**src/rtl/vend_transaction_ctrl.sv**
```systemverilog
// Single-transaction sequencer for a shape-coin vending machine: escrow, greedy change check, dispense/refund.
// Optional build macro CHANGE_LIMIT_EN: reject any change that would need more than two coins.
module vend_transaction_ctrl #(
  parameter int INV_W  = 2,
  parameter int INIT_P = 1,
  parameter int INIT_T = 1,
  parameter int INIT_C = 1
) (
  input  logic             clock,
  input  logic             reset_L,
  input  logic             cost_valid,
  input  logic [3:0]       cost,
  input  logic             cancel,
  input  logic             coin_valid,
  input  logic [1:0]       coin_type,
  output logic             coin_ready,
  output logic             coin_reject,
  output logic             dispense_valid,
  output logic [2:0]       dispense_coin,
  input  logic             dispense_ready,
  output logic             vend,
  output logic             no_change,
  output logic [3:0]       paid,
  output logic [3:0]       change_left,
  output logic [INV_W-1:0] inv_p,
  output logic [INV_W-1:0] inv_t,
  output logic [INV_W-1:0] inv_c,
  output logic             busy
);

  localparam logic [2:0] S_IDLE     = 3'd0;
  localparam logic [2:0] S_COLLECT  = 3'd1;
  localparam logic [2:0] S_CHECK    = 3'd2;
  localparam logic [2:0] S_DISPENSE = 3'd3;
  localparam logic [2:0] S_REFUND   = 3'd4;

  localparam logic [INV_W:0] INV_MAX = {1'b0, {INV_W{1'b1}}};

  logic [2:0]       state;
  logic [3:0]       cost_r;
  logic [INV_W-1:0] esc_p, esc_t, esc_c;

  logic [INV_W:0]   avail_p, avail_t, avail_c, avail_sel;
  logic [2:0]       coin_val;
  logic             coin_ok, coin_accept;
  logic [3:0]       chg_amt;
  logic [7:0]       g_rem, g_p, g_t, g_c;
  logic             feasible;
  logic [2:0]       coin_sel;
  logic             take;
  logic [3:0]       chg_next;

  assign avail_p = {1'b0, inv_p} + {1'b0, esc_p};
  assign avail_t = {1'b0, inv_t} + {1'b0, esc_t};
  assign avail_c = {1'b0, inv_c} + {1'b0, esc_c};

  // NOTE: every always_comb output gets a default first so no path leaves it unassigned (no latch).
  always_comb begin
    coin_val  = 3'd0;
    avail_sel = '0;
    case (coin_type)
      2'b01: begin coin_val = 3'd1; avail_sel = avail_c; end
      2'b10: begin coin_val = 3'd3; avail_sel = avail_t; end
      2'b11: begin coin_val = 3'd5; avail_sel = avail_p; end
      default: ;
    endcase
  end

  // A coin fits only if the escrow value stays <= 15 and its slot (inventory + escrow) has room.
  assign coin_ok     = (coin_val != 3'd0) &&
                       (({1'b0, paid} + {2'b00, coin_val}) <= 5'd15) &&
                       (avail_sel < INV_MAX);
  assign coin_accept = (state == S_COLLECT) && coin_valid && !cancel && coin_ok;
  assign coin_reject = coin_valid && !coin_accept;

  assign chg_amt = paid - cost_r;

  // NOTE: blocking assignments here are intentional; g_rem is refined step by step within one evaluation.
  always_comb begin
    g_rem = 8'(chg_amt);
    g_p   = (8'(avail_p) < (g_rem / 8'd5)) ? 8'(avail_p) : (g_rem / 8'd5);
    g_rem = g_rem - g_p * 8'd5;
    g_t   = (8'(avail_t) < (g_rem / 8'd3)) ? 8'(avail_t) : (g_rem / 8'd3);
    g_rem = g_rem - g_t * 8'd3;
    g_c   = (8'(avail_c) < g_rem) ? 8'(avail_c) : g_rem;
    g_rem = g_rem - g_c;
`ifdef CHANGE_LIMIT_EN
    feasible = (g_rem == 8'd0) && ((g_p + g_t + g_c) <= 8'd2);
`else
    feasible = (g_rem == 8'd0);
`endif
  end

  // Dispense picks the largest coin that fits from inventory; refund empties escrow largest-first.
  always_comb begin
    coin_sel = 3'd0;
    if (state == S_DISPENSE) begin
      if (change_left >= 4'd5 && inv_p != '0)      coin_sel = 3'd5;
      else if (change_left >= 4'd3 && inv_t != '0) coin_sel = 3'd3;
      else if (change_left >= 4'd1 && inv_c != '0) coin_sel = 3'd1;
    end else if (state == S_REFUND) begin
      if (esc_p != '0)      coin_sel = 3'd5;
      else if (esc_t != '0) coin_sel = 3'd3;
      else if (esc_c != '0) coin_sel = 3'd1;
    end
  end

  assign dispense_valid = (coin_sel != 3'd0);
  assign dispense_coin  = coin_sel;
  assign take           = dispense_valid && dispense_ready;
  assign chg_next       = change_left - {1'b0, coin_sel};

  assign coin_ready = (state == S_COLLECT);
  assign vend       = (state == S_CHECK) && feasible;
  assign no_change  = (state == S_CHECK) && !feasible;
  assign busy       = (state != S_IDLE);

  always_ff @(posedge clock) begin
    if (!reset_L) begin
      state       <= S_IDLE;
      cost_r      <= '0;
      paid        <= '0;
      change_left <= '0;
      esc_p       <= '0;
      esc_t       <= '0;
      esc_c       <= '0;
      inv_p       <= INV_W'(INIT_P);
      inv_t       <= INV_W'(INIT_T);
      inv_c       <= INV_W'(INIT_C);
    end else begin
      case (state)
        S_IDLE: begin
          if (cost_valid) begin
            cost_r <= cost;
            state  <= S_COLLECT;
          end
        end
        S_COLLECT: begin
          if (cancel) begin
            change_left <= paid;
            state       <= (paid == 4'd0) ? S_IDLE : S_REFUND;
          end else begin
            if (coin_accept) begin
              paid <= paid + {1'b0, coin_val};
              case (coin_type)
                2'b01:   esc_c <= esc_c + INV_W'(1);
                2'b10:   esc_t <= esc_t + INV_W'(1);
                default: esc_p <= esc_p + INV_W'(1);
              endcase
            end
            if (paid >= cost_r) state <= S_CHECK;
          end
        end
        S_CHECK: begin
          if (feasible) begin
            inv_p       <= inv_p + esc_p;
            inv_t       <= inv_t + esc_t;
            inv_c       <= inv_c + esc_c;
            esc_p       <= '0;
            esc_t       <= '0;
            esc_c       <= '0;
            change_left <= chg_amt;
            if (chg_amt == 4'd0) begin
              paid  <= '0;
              state <= S_IDLE;
            end else begin
              state <= S_DISPENSE;
            end
          end else begin
            change_left <= paid;
            state       <= S_REFUND;
          end
        end
        S_DISPENSE, S_REFUND: begin
          if (take) begin
            if (state == S_DISPENSE) begin
              case (coin_sel)
                3'd5:    inv_p <= inv_p - INV_W'(1);
                3'd3:    inv_t <= inv_t - INV_W'(1);
                default: inv_c <= inv_c - INV_W'(1);
              endcase
            end else begin
              case (coin_sel)
                3'd5:    esc_p <= esc_p - INV_W'(1);
                3'd3:    esc_t <= esc_t - INV_W'(1);
                default: esc_c <= esc_c - INV_W'(1);
              endcase
            end
            change_left <= chg_next;
            if (chg_next == 4'd0) begin
              paid  <= '0;
              state <= S_IDLE;
            end
          end
        end
        default: state <= S_IDLE;
      endcase
    end
  end

endmodule

```
**config.mk**
```make
export PLATFORM = sky130hd
export DESIGN_NAME = vend_transaction_ctrl
export DESIGN_NICKNAME = d
export VERILOG_FILES = /design/src/rtl/vend_transaction_ctrl.sv
export SDC_FILE = /design/constraint.sdc
export NUM_CORES = 1
export LEC_CHECK = 0
export BUFFER_PORTS_ARGS = -buffer_cell sky130_fd_sc_hd__clkbuf_2
export CAP_MARGIN = 20
export CORE_MARGIN = 5
export CORE_UTILIZATION = 65
export CTS_CLUSTER_SIZE = 24
export DETAILED_ROUTE_END_ITERATION = 8
export PLACE_DENSITY = 0.94
export SLEW_MARGIN = 20
export SYNTH_ARGS = -nofsm -noshare
export SYNTH_HDL_FRONTEND = slang
export SYNTH_SLANG_ARGS = --single-unit
```
**constraint.sdc**
```tcl
create_clock -name clock -period 16.6 [get_ports clock]
set_input_delay 0 -clock clock [delete_from_list [all_inputs] [get_ports clock]]
set_output_delay 0 -clock clock [all_outputs]
set_load 0.05 [all_outputs]
```
==> results.toml <==
[grt]
grt_overflow_total = 0
grt_pass1_vias = 3604
grt_busiest_layer = "met2"
grt_pass1_wl_mm = 16.1
met2_usage_pct = 45.4
met1_usage_pct = 33.4
grt_usage_pct = 25.5
grt_max_degree = 16
grt_use_met3_pct = 2.84
antenna_found_initial = 0

[sta]
final.min_clock_period_ns = 12.63
setup-tns-final_ns = 0
final_max_slew_viol_count = 0
setup_viol = 0
worst_pin_slew_ns = 0.882
fmax_mhz = 79.2
finalHoldViolCount = 0
rsz0062_at_grt = "no"
fin_crit_sh_pct = 76.1
relSlewSlack_pct = 41.0
clock_skew_ns = 0.00244

[cells_and_area]
seq_area_sq_um = 541
design_area_sq_um = 4240
diodes = 0
drive_gt1_share_pct = 11.8
fill_cells = 458
area_growth_pct = 8.58
finalNetCount = 610
multiInputGateArea_sq_um = 3130

[placement]
gp_congestion = 0.956
placed_cell_area_sq_um = 4160
portBuffers = 34
dp_hpwl_mm = 7.95

[routing]
wire_per_inst_um = 16.0
vias_per_cell = 6.27
drt_wl_total_mm = 9.74
vias = 3819
antenna_left = 0
first_pass_iters = 6
drt_iter0_markers = 467
post-route-drc-count = 0

[yosys]
synth_area_sq_um = 3910
synth_area_leaders = "ha_1 16%, dfxtp_1 14%, fa_1 7.2%"
synth_edf_count = 0
yosys_most_used_dff = "dfxtp_1"
synth-seq-area-share_pct = 13.8
async_flop_share_pct = 0
synth_top_area_share_pct = 15.7
yosysMostFrequentCell = "nor2_1"
synth_common_cells = "62 x nor2_1, 56 x inv_1, 49 x ha_1, 36 x nand2_1, 32 x a21oi_1"
synthCells = 496
synth_cell_types = 77
synth-seq-cells = 27
yosysTopAreaCell = "ha_1"
yosys_warnings = 0
postSynthAreaPerCell_sq_um = 7.88

[die]
dieArea_sq_um = 7660
initial_core_util_pct = 66.4
fp-row-count = 28
fp.dieW_um = 87.5
die_h_um = 87.5
coreArea_sq_um = 5890
io_pins = 35

[worst_setup_path]
cp.arrival_ns = 12.85
r2r_slack_ns = 3.97
cp.required_ns = 16.82
r2r_start = "paid[0]"
crit_path_start_kind = "register"
crit_fanout = 14
rr_worst_depth = 52
path_class = "reg -> reg"
critPathCapture = "inv_c[0]"
end_kind = "register"
cp_slowest_cell = "ha_1"
crit_start = "paid[0]"
cpPeakStageDelay_ns = 0.60
reg2reg_to = "inv_c[0]"
crit_path_frequent_cell = "ha_1"

[outcome]
status = "complete, no violations"

[clock_tree]
htreeDepth = 1
clock_latency_ns = 0.28
clockBufferDepth = 2
ctsRootBufferMaster = "clkbuf_8"
postCtsSetupBuffers = 0
cts_tree = "yes"
cts.sinks = 27
cts_made_buffers = 3
clkTransAtPathRegs_ns = 0.10

[worst_hold_path]
worstHoldPathCells = 3
hold_path_class = "in -> reg"
hold_path.startpoint = "cancel"

[flow_run]
max_cap_violations = 0
-- sequential cells by signal (all words and copies together) (netlist names) --
name         flops
inv_t            2
paid             4
change_left      4
state            3
cost_r           4
inv_c            2
inv_p            2
esc_t            2
esc_c            2
esc_p            2
-- logic make-up after synthesis --
group / synth area share [%]
AOI/OAI and AO/OA: 24.7
and+or+nand+nor: 21.6
buffers and inverters: 6.73
adders and majority gates: 23.4
other: 0.192
xor gates and xnor gates: 6.31
DFF: 13.8
muxes: 3.24
-- cell type report --
type,count,share of cell area [%]
multi-input cells,407,73.9
flip-flops and latches,27,12.7
inverters,58,5.13
repair buffers,38,4.96
well taps,75,2.21
clock buffers,3,0.973
clock inverters,1,0.118
-- metal layers --
| layer | up-vias | part of all wire, % |
|---|---|---|
| li1 | 1830 | - |
| met1 | 1806 | 42 |
| met2 | 158 | 49 |
| met3 | 25 | 7.2 |
| met4 | 0 | 1.7 |
| met5 | - | 0 |
-- metrics by stage --
stage | hold WS [ns] | instances | setup WS, ns | utilization [%]
after CTS | 0.0255 | 609 | 4.21 | 72.1
after global routing | 0.0461 | 609 | 3.35 | 72.1
after detailed placement | 0.231 | 601 | 4.27 | 70.6
after global placement | 0.225 | 601 | 4.78 | 70.6
final | 0.0254 | 609 | 3.97 | 72.1
after floorplan | 0.139 | 504 | 4.59 | -
-- critical path, delay by kind of cell (launching register included) --
family	cells	cell delay, ns
AND/OR/NAND/NOR	16	3.25
AO/OA/AOI/OAI	15	3.28
flip-flops	1	0.44
buffers and inverters	7	0.71
multiplexers	4	1.28
adder cells (fa/ha/maj)	10	3.59
-- layout by cell type, fill, tap and decap left out, drive strengths merged, types with 3 or more instances in the layout --
cell         instances
a21o                 8
o22ai                4
a21boi               5
fa                  14
conb                10
nor3                10
o21a                 6
a21oi               32
inv                 57
a211oi               6
mux2                 5
a22o                 4
ha                  49
a221oi               4
o211ai               3
and2                 6
dfxtp               27
xnor2               18
o221ai               6
nand3b               4
nand3                9
nor2b                5
dlygate4sd3          4
or3                  5
o21ai               27
nor4                 3
mux2i                7
nand2b              10
nand2               36
a31oi                5
nand4                5
a2111oi              3
xor2                 3
clkbuf              37
nor2                62
-- worst min-delay path by stage --
stage	endpoint	slack [ns]
global placement	cost_r[1]	0.23
global route	state[2]	0.05
finish	state[2]	0.03
CTS	state[2]	0.03
detailed placement	cost_r[3]	0.23
floorplan	cost_r[2]	0.14
-- what timing repair did --
item                      CTS  global route
hold endpoints to repair    4             0
gates resized for setup     0             0
hold buffers                4             0
Power is left out: the tool's default activity adds up to more than one toggle a clock period on the data nets, which glitch-free logic cannot reach.
